### config.mk
export PLATFORM = sky130hd
export DESIGN_NAME = rim_maze_store
export DESIGN_NICKNAME = d
export VERILOG_FILES = /design/src/rtl/rim_maze_store.sv
export SDC_FILE = /design/constraint.sdc
export NUM_CORES = 1
export LEC_CHECK = 0
export BUFFER_PORTS_ARGS = -buffer_cell sky130_fd_sc_hd__buf_2
export CAP_MARGIN = 20
export CORE_MARGIN = 1.5
export CORE_UTILIZATION = 50
export DETAILED_ROUTE_END_ITERATION = 6
export MAX_ROUTING_LAYER = met4
export PLACE_DENSITY = 0.65
export SYNTH_ARGS = -nofsm -noshare
export SYNTH_HDL_FRONTEND = slang
export SYNTH_SLANG_ARGS = --single-unit
### constraint.sdc
create_clock -name clk -period 2.15 [get_ports clk]
set_input_delay 0.215 -clock clk [delete_from_list [all_inputs] [get_ports clk]]
set_output_delay 0.215 -clock clk [all_outputs]
set_load 0.05 [all_outputs]
### src/rtl/rim_maze_store.sv
`default_nettype none
// ============================================================================
//  Module      : rim_maze_store
//  Description : N x N single-bit maze store. One full row is written per
//                cycle; any single cell is read combinationally.
//  Revision    : 1.0 - initial release
//
//  Ports:
//    clk     in   clock
//    rst     in   asynchronous active-high reset, clears every cell
//    we      in   row write enable
//    waddr   in   row index to write
//    wdata   in   row contents, bit c = column c (1 = open)
//    rd_row  in   read row
//    rd_col  in   read column
//    rd_bit  out  cell value at (rd_row, rd_col)
// ============================================================================
module rim_maze_store #(
  parameter int N  = 8,
  parameter int AW = $clog2(N)
) (
  input  logic          clk,
  input  logic          rst,
  input  logic          we,
  input  logic [AW-1:0] waddr,
  input  logic [N-1:0]  wdata,
  input  logic [AW-1:0] rd_row,
  input  logic [AW-1:0] rd_col,
  output logic          rd_bit
);

  logic [N-1:0] rows_w [N];

  for (genvar r = 0; r < N; r++) begin : g_row
    logic [N-1:0] row_q;

    always_ff @(posedge clk or posedge rst) begin
      if (rst) begin
        row_q <= '0;
      end else if (we && (waddr == AW'(r))) begin
        row_q <= wdata;
      end
    end

    assign rows_w[r] = row_q;
  end

  assign rd_bit = rows_w[rd_row][rd_col];

endmodule
`default_nettype wire

==> impl_metrics.py, run 1 <==
metrics = {
    "run_status": {
        "status": "finished with violations",
        "failed_checks": "negative setup slack",
    },
    "synth": {
        "ys_seq_elements": 64,
        "syn-num-nets": 203,
        "synth_flop_cell": "dfrtp_1",
        "synth_area_leaders": "dfrtp_1 53%, mux2_2 24%, mux4_1 6.9%",
        "async_flop_share_pct": 100,
        "yosysTopAreaCell": "dfrtp_1",
        "syn_area_per_cell_sq_um": 16.6,
        "syn_area_sq_um": 3040,
        "synth_commonest_cells": "64 x dfrtp_1, 64 x mux2_2, 10 x mux2i_1",
        "synth_cells": 183,
        "synth-edff-count": 0,
        "yosysWarnings": 0,
        "ys_seq_area_share_pct": 52.8,
        "ys_types": 26,
        "synth.top_cell.area_share_pct": 52.8,
    },
    "cts": {
        "clock_latency_ps": 340,
        "clock_path_buffers": 2,
        "h-tree-depth": 3,
        "numCtsBuffers": 9,
        "clockRootBuffer": "clkbuf_8",
        "cts_tree": "built",
        "cts.sinks": 64,
        "clk_pin_slew_worst_paths_ps": 70,
    },
    "drt": {
        "wire_per_inst_um": 20.4,
        "vias_per_cell": 5.80,
        "drc": 0,
        "ant_nets": 0,
        "drt_first_iter_violations": 123,
        "via_count": 1747,
        "wl_um": 6150,
        "firstDrtPassIters": 4,
    },
    "placement": {
        "place_congestion": 0.817,
        "dp_cells": 282,
        "portBuffers": 20,
        "hpwl_um": 4230,
    },
    "power_and_ir_drop": {
        "p_total_uw": 3270,
        "powerDensity_nw_per_um2": 931,
        "leakage_uw": 0.00154,
        "p_int_uw": 2460,
        "peakVddDrop_mv": 0.524,
        "pwr-share-comb_pct": 19.4,
        "switching_share_pct": 24.7,
        "power_frac_clock_pct": 31.7,
        "p_seq_share_pct": 48.9,
        "p_switching_uw": 810,
    },
    "critical_path": {
        "slowest_stage": "mux4_2",
        "crit_fanout": 2,
        "cp_top_family": "multiplexers",
        "cp.required_ps": 1930,
        "startpoint_type": "flip-flop",
        "cpPeakStageDelay_ps": 490,
        "arrival_ps": 1950,
        "critPathKind": "reg2out",
        "path_buf_inv": 1,
        "end_kind": "output pin",
        "crit_chain": "mux4_2, nor3b_2, nor4_1, a211oi_1, a21oi_1, buf_4",
    },
    "global_route": {
        "grt_pass1_wl_um": 9850,
        "antenna_found_initial": 0,
        "grt_max_degree": 42,
        "grt_overflow": 0,
        "grt_pass1_vias": 1844,
        "grt_util_all_layers_pct": 22.1,
    },
    "timing": {
        "tightest_slew_ps": 553,
        "fmax_mhz": 462,
        "period_needed_ps": 2170,
        "slew_headroom_pct": 62.9,
        "maxSlewViolCount": 0,
        "skew_ps": 0,
        "setup_viol": 1,
        "rsz0062_at_grt": "yes",
        "finalHoldViolCount": 0,
        "setup_slack_ps": -16.3,
        "final.period_utilization_pct": 101,
    },
    "floorplanning": {
        "initial_utilization_pct": 51.6,
        "die_area_sq_um": 6550,
        "die_y_um": 80.9,
        "core_sq_um": 5890,
        "chipWidth_um": 80.9,
        "io_pins": 21,
        "num_rows": 28,
    },
    "cells_and_area": {
        "num_antenna_cells": 0,
        "top_register": "g_row.row_q",
        "drive_gt1_share_pct": 58.4,
        "syn_to_final_growth_pct": 15.9,
        "largest_reg_flops": 64,
        "reg.largest.list": "g_row.row_q x64",
        "final_cells": 301,
        "fin_nets": 241,
        "fillers": 450,
        "seq_area_sq_um": 1600,
        "multi_input_area_sq_um": 1360,
    },
    "worst_hold_path": {
        "hold_class": "in2reg",
    },
    "run": {
        "drv_cap": 0,
    },
}
placed cells by master (no fill, tap or decap):
master,instances
nand2b_1,2
mux4_1,6
inv_2,1
nor3b_2,2
nor4_1,1
mux4_2,10
a211oi_1,1
nor3_2,3
clkbuf_8,11
nand4_1,1
buf_2,19
nand4b_1,3
clkbuf_1,2
a21oi_1,1
mux2_2,64
o22ai_2,1
bufinv_16,1
clkinv_2,2
nor3b_4,1
dfrtp_1,64
buf_4,15
dlygate4sd3_1,1
nand2_1,2
mux2i_1,10
buf_12,2
cells by family (layout without fill, tap and decap cells):
logic type / Yosys count / after routing / synth area share (%)
AND/OR/NAND/NOR: 15 / 15 / 4.04
AO/OA/AOI/OAI: 3 / 3 / 0.618
buffers and inverters: 11 / 54 / 2.68
multiplexers: 90 / 90 / 39.9
flip-flops: 64 / 64 / 52.8
path summary, 6_finish.rpt:
kind | startpoint | end | slack (ps) | cells after the start
max | g_row[1].row_q[0]$_DFFE_PP0P_ | rd_bit | -20 | 6
min | wdata[7] | g_row[0].row_q[7]$_DFFE_PP0P_ | 210 | 2
max reg2reg | g_row[1].row_q[3]$_DFFE_PP0P_ | g_row[1].row_q[3]$_DFFE_PP0P_ | 1270 | 2
min reg2reg | g_row[4].row_q[2]$_DFFE_PP0P_ | g_row[4].row_q[2]$_DFFE_PP0P_ | 500 | 1
max in group asynchronous | rst | g_row[4].row_q[2]$_DFFE_PP0P_ | 1080 | 4
min in group asynchronous | rst | g_row[7].row_q[0]$_DFFE_PP0P_ | 460 | 3
routing by layer:
layer  share of wire [%]  vias up  global-route usage (%)  routed length [um]
met4                 2.0        0                    11.9                 126
li1                    -      779                       -                   -
met3                 2.4       13                    3.37                 146
met1                  45      931                    28.0                2780
met2                  50       24                    34.3                3100
met5                   0        -                       -                   0
repair_timing:
| item | CTS | global route |
|---|---|---|
| resized for setup | 3 | 3 |
| hold endpoints to repair | 23 | 0 |
| setup endpoints to repair | 1 | 1 |
| setup buffers | 2 | 0 |
| pin swaps | 2 | 0 |
| hold buffers | 1 | 0 |
stage by stage:
stage | worst slack, ps | TNS, ps | hold WS (ps) | cell area [sq um] | utilization, %
2_1_floorplan | 94.7 | 0 | 366 | 3040 | -
3_3_place_gp | 111 | 0 | 267 | 3280 | 55.8
3_5_place_dp | 113 | 0 | 292 | 3280 | 55.8
4_1_cts | -33.1 | -33.1 | 192 | 3510 | 59.6
5_1_grt | -124 | -124 | 207 | 3520 | 59.8
6_report | -16.3 | -16.3 | 206 | 3520 | 59.8
layout make-up:
| cell class | count | share of cell area, % |
|---|---|---|
| sequential | 64 | 45.5 |
| multi-input combinational | 108 | 38.7 |
| clock buffer | 13 | 4.52 |
| inverter | 1 | 0.107 |
| clock inverter | 3 | 1.14 |
| timing repair buffer | 37 | 7.33 |
| tap | 75 | 2.67 |
power groups by stage:
stage / registers, uW / clock network (uW) / logic (uW)
final: 1600 / 1040 / 635
after global placement: 1600 / 0 / 587
after detailed placement: 1620 / 0 / 616
after floorplan: 1560 / 0 / 493
after global routing: 1630 / 1120 / 692
after CTS: 1600 / 1060 / 637
No activity file was read; power rests on OpenSTA's default activity.
==> inputs of run 2 (changes only) <==
Settings changed: CAP_MARGIN 20 to default, PLACE_DENSITY 0.65 to 0.68.
Clock period 2.15 ns to 1.93 ns, I/O delays scaled along.
==> run 2 against run 1 <==
Against the previous run:
- the run still ends with negative setup slack left
- die area stayed put
- design area rose by 0.14%
- highest routed layer unchanged
- combinational power rose by 11%
==> impl_metrics.py, run 2 (synthesis results as in run 1) <==
metrics = {
    "power_and_ir_drop": {
        "p_total_uw": 3590,
        "powerDensity_nw_per_um2": 1020,
        "leakage_uw": 0.00154,
        "peakVddDrop_mv": 0.553,
    },
    "placement": {
        "pre_cts_ws_ps": -146,
        "place_congestion": 0.819,
        "hpwl_um": 4230,
        "portBuffers": 20,
    },
    "drt": {
        "firstDrtPassIters": 4,
        "drc": 0,
        "wire_per_inst_um": 20.7,
        "ant_nets": 0,
        "via_count": 1776,
        "drt_first_iter_violations": 86,
        "wl_um": 6240,
        "vias_per_cell": 5.90,
    },
    "cells_and_area": {
        "reg.largest.list": "g_row.row_q x64",
        "num_antenna_cells": 0,
        "utilization_pct": 59.8,
        "fin_nets": 242,
        "largest_reg_flops": 64,
        "drive_gt1_share_pct": 59.3,
        "syn_to_final_growth_pct": 16.0,
        "top_register": "g_row.row_q",
        "layout_common_cells": "64 x mux2_2, 64 x dfrtp_1, 19 x buf_2",
    },
    "cts": {
        "clock_path_buffers": 2,
        "h-tree-depth": 3,
        "cts_tree": "built",
        "clockRootBuffer": "clkbuf_8",
        "cts_setup_buffers": 0,
        "numCtsBuffers": 9,
        "cts.sinks": 64,
        "clock_latency_ps": 330,
        "clk_pin_slew_worst_paths_ps": 70,
    },
    "floorplanning": {
        "io_pins": 21,
        "num_rows": 28,
        "core_sq_um": 5890,
        "initial_utilization_pct": 51.6,
        "die_y_um": 80.9,
        "chipWidth_um": 80.9,
        "die_area_sq_um": 6550,
    },
    "timing": {
        "finalHoldViolCount": 0,
        "rsz0062_at_grt": "yes",
        "period_needed_ps": 2120,
        "maxSlewViolCount": 0,
        "setup_tns_ps": -191,
        "setup_viol": 1,
        "final.period_utilization_pct": 110,
        "tightest_slew_ps": 337,
        "skew_ps": 0,
        "setup_slack_ps": -191,
        "fmax_mhz": 471,
        "slew_headroom_pct": 77.3,
    },
    "critical_path": {
        "reg2reg_to": "g_row[5].row_q[1]$_DFFE_PP0P_",
        "cp.required_ps": 1740,
        "crit_fanout": 2,
        "r2r_start": "g_row[5].row_q[1]$_DFFE_PP0P_",
        "reg2reg_depth": 1,
        "critPathLaunch": "g_row[5].row_q[1]$_DFFE_PP0P_",
        "critPathKind": "reg2out",
        "rrSetupSlack_ps": 1150,
        "startpoint_type": "flip-flop",
        "end_kind": "output pin",
        "arrival_ps": 1930,
    },
    "global_route": {
        "grt_max_degree": 65,
        "grt_pass1_wl_um": 10200,
        "antenna_found_initial": 0,
        "grt_pass1_vias": 1915,
        "grt_util_all_layers_pct": 22.8,
        "grt_overflow": 0,
    },
    "run_status": {
        "status": "finished with violations",
        "failed_checks": "negative setup slack",
    },
    "worst_hold_path": {
        "hold_class": "in2reg",
        "hp-start": "wdata[4]",
        "whs_path_depth": 2,
        "hold_end": "g_row[7].row_q[4]$_DFFE_PP0P_",
    },
    "run": {
        "drv_cap": 0,
    },
}
## run 2: changes by cell type in the layout (fill, tap and decap cells not counted), sizes merged
| cell | before | now |
|---|---|---|
| buf | 36 | 37 |
| clkbuf | 13 | 11 |
| clkinv | 2 | 3 |
## run 2: stage by stage
stage                     cell area (sq um)  hold WS (ps)  std cells
after global placement                 3320           275        285
after floorplan                        3040           344        183
after CTS                              3520           174        301
after detailed placement               3320           284        285
final                                  3520           185        301
after global routing                   3520           190        301
## run 2: routing by layer
layer | vias up | part of all wire [%] | global-route usage [%]
li1 | 781 | - | -
met1 | 939 | 44 | 29.0
met3 | 17 | 3.6 | 4.61
met2 | 39 | 49 | 34.8
met5 | - | 0 | -
met4 | 0 | 2.6 | 11.7
## run 2: worst max-delay path by stage
stage | end | slack (ps) | cells past startpoint
6_report | rd_bit | -190 | 6
5_1_grt | rd_bit | -290 | 6
4_1_cts | rd_bit | -210 | 6
3_5_place_dp | rd_bit | -150 | 7
3_3_place_gp | rd_bit | -130 | 8
2_1_floorplan | g_row[0].row_q[0]$_DFFE_PP0P_ | 140 | 1
## run 2: layout make-up
cell class | count | area, sq um
fill | 456 | 2360
sequential | 64 | 1600
multi-input combinational | 108 | 1360
timing repair buffer | 38 | 282
clock buffer | 11 | 141
tap | 75 | 93.8
clock inverter | 4 | 45.0
inverter | 1 | 3.75
## run 2: power by group
part           internal, uW  leakage (uW)  switching, uW
combinational           442      0.000673            263
clock                   618     0.0000989            483
sequential             1640      0.000768            151
## run 2: what timing repair did
action	4_1_cts	5_1_grt
endpoints found under the hold margin	64	0
setup endpoints to repair	1	1
hold buffers	1	0
resized for setup	6	1
pin swaps	2	0
## run 2: critical path, stage by stage (launching register included)
cell and delay, ps:
dfrtp_1 400, mux4_2 460, o22ai_1 200, nor4_1 80
a211oi_2 230, a21oi_2 70, buf_6 160
==> inputs of run 3 (changes only) <==
Settings changed: RECOVER_POWER from default to 50, TNS_END_PERCENT from default to 10.
==> run 3 against run 2 <==
Against the previous run:
- the flow still finishes with violations (negative setup slack)
- sequential power barely moved
- design area fell by 0.64%
- die area did not move
- global-route usage did not move
- first-iteration DRC count did not move
- clock skew did not move
- critical path depth did not move
- combinational power fell by 1%
- register-to-register slack barely moved
- routed wire length rose by 0.16%
- worst setup slack got worse by 5.6 ps
==> impl_metrics.py, run 3 (synthesis results as in run 1) <==
metrics = {
    "run_status": {
        "status": "finished with violations",
        "failed_checks": "negative setup slack",
    },
    "power_and_ir_drop": {
        "peakVddDrop_mv": 0.553,
        "powerDensity_nw_per_um2": 1030,
        "leakage_uw": 0.00152,
        "p_total_uw": 3590,
    },
    "timing": {
        "maxSlewViolCount": 0,
        "whs_ps": 181,
        "finalHoldViolCount": 0,
        "period_needed_ps": 2130,
        "setup_viol": 1,
        "fmax_mhz": 470,
        "tightest_slew_ps": 855,
        "final.period_utilization_pct": 110,
        "setup_tns_ps": -197,
        "rsz0062_at_grt": "yes",
        "setup_slack_ps": -197,
        "slew_headroom_pct": 43.0,
        "skew_ps": 0,
    },
    "floorplanning": {
        "core_sq_um": 5890,
        "initial_utilization_pct": 51.6,
        "num_rows": 28,
        "io_pins": 21,
        "die_area_sq_um": 6550,
        "chipWidth_um": 80.9,
        "die_y_um": 80.9,
    },
    "cts": {
        "cts_setup_buffers": 0,
        "cts_tree": "built",
        "clock_latency_ps": 340,
        "cts.sinks": 64,
        "clockRootBuffer": "clkbuf_8",
        "h-tree-depth": 3,
        "clk_pin_slew_worst_paths_ps": 70,
        "numCtsBuffers": 9,
        "clock_path_buffers": 2,
    },
    "cells_and_area": {
        "fin_area_sq_um": 3500,
        "drive_gt1_share_pct": 57.1,
        "layout_common_cells": "64 x mux2_2, 64 x dfrtp_1, 17 x buf_2",
        "fin_nets": 242,
        "fillers": 462,
        "utilization_pct": 59.5,
        "num_antenna_cells": 0,
        "reg.largest.list": "g_row.row_q x64",
        "top_register": "g_row.row_q",
        "largest_reg_flops": 64,
        "syn_to_final_growth_pct": 15.3,
    },
    "drt": {
        "drt_first_iter_violations": 86,
        "vias_per_cell": 5.93,
        "ant_nets": 0,
        "wl_met1_um": 2730,
        "met2RoutedLength_um": 3080,
        "wl_um": 6250,
        "top_layer": "met4",
        "via_count": 1786,
        "firstDrtPassIters": 4,
        "routed-wl-met3_um": 311,
        "wire_per_inst_um": 20.8,
        "drc": 0,
    },
    "critical_path": {
        "reg2reg_depth": 1,
        "crit_fanout": 2,
        "startpoint_type": "flip-flop",
        "critPathKind": "reg2out",
        "cp.required_ps": 1740,
        "crit_chain": "mux4_2, o22ai_1, nor4_1, a211oi_2, a21oi_2, buf_6",
        "cpPeakStageDelay_ps": 460,
        "end_kind": "output pin",
        "reg2reg_to": "g_row[5].row_q[1]$_DFFE_PP0P_",
        "arrival_ps": 1930,
        "r2r_start": "g_row[5].row_q[1]$_DFFE_PP0P_",
        "slowest_stage": "mux4_2",
        "rrSetupSlack_ps": 1150,
    },
    "worst_hold_path": {
        "hp-start": "wdata[4]",
        "whs_path_depth": 2,
        "hold_end": "g_row[7].row_q[4]$_DFFE_PP0P_",
        "hold_class": "in2reg",
    },
    "run": {
        "drv_cap": 0,
    },
    "global_route": {
        "antenna_found_initial": 0,
        "grt_overflow": 0,
        "grt_pass1_vias": 1915,
        "grt_util_all_layers_pct": 22.8,
        "grt_pass1_wl_um": 10200,
        "grt_max_degree": 65,
    },
    "placement": {
        "portBuffers": 20,
        "place_area_sq_um": 3320,
        "hpwl_um": 4230,
        "place_congestion": 0.819,
    },
}
==> run 3: cell count changes in the layout (fill, tap and decap cells not counted) <==
cell      delta
inv_2        -1
clkbuf_1     +4
clkinv_1     +1
buf_12       -1
buf_4        -2
buf_2        -2
clkbuf_4     +1
==> run 3: final cells by class <==
cell class	instances	area, sq um	share of cell area, %
multi-input cells	108	1360	38.7
flip-flops and latches	64	1600	45.8
inverters	1	3.75	0.107
clock buffers	11	141	4.04
well taps	75	93.8	2.68
clock inverters	4	45.0	1.29
repair buffers	38	259	7.40
==> run 3: worst max-delay path: cells and delay by family, from the launching register on <==
family	cells	cell delay, ps
mux	1	460
flops	1	400
compound gates	3	500
simple gates	1	80
buf+inv	1	150
==> run 3: worst max-delay path by stage <==
stage | start | to | slack [ps] | depth (start not counted)
floorplan | rst | g_row[0].row_q[0]$_DFFE_PP0P_ | 140 | 1
global placement | rd_row[0] | rd_bit | -130 | 8
detailed placement | rd_row[0] | rd_bit | -150 | 7
CTS | g_row[3].row_q[3]$_DFFE_PP0P_ | rd_bit | -210 | 6
global route | g_row[3].row_q[3]$_DFFE_PP0P_ | rd_bit | -290 | 6
finish | g_row[5].row_q[1]$_DFFE_PP0P_ | rd_bit | -200 | 6
==> run 3: what timing repair did <==
action,4_1_cts,5_1_grt
pin swaps,2,0
endpoints found under the setup margin,1,1
hold buffers,1,0
gates resized for setup,6,1
endpoints found under the hold margin,64,0
==> run 3: through the flow <==
step / cells / worst slack, ps
final: 301 / -197
after global routing: 301 / -292
after CTS: 301 / -206
after detailed placement: 285 / -146
after global placement: 285 / -133
after floorplan: 183 / 139
==> run 3: where the power goes <==
group / internal (uW) / switching (uW)
clock: 618 / 488
sequential: 1640 / 151
combinational: 437 / 261
total: 2690 / 900
==> run 3: routing by layer <==
metal	GRT usage [%]	vias up
li1	-	781
met1	29.0	940
met2	34.8	50
met3	4.61	15
met4	11.7	0
met5	-	-
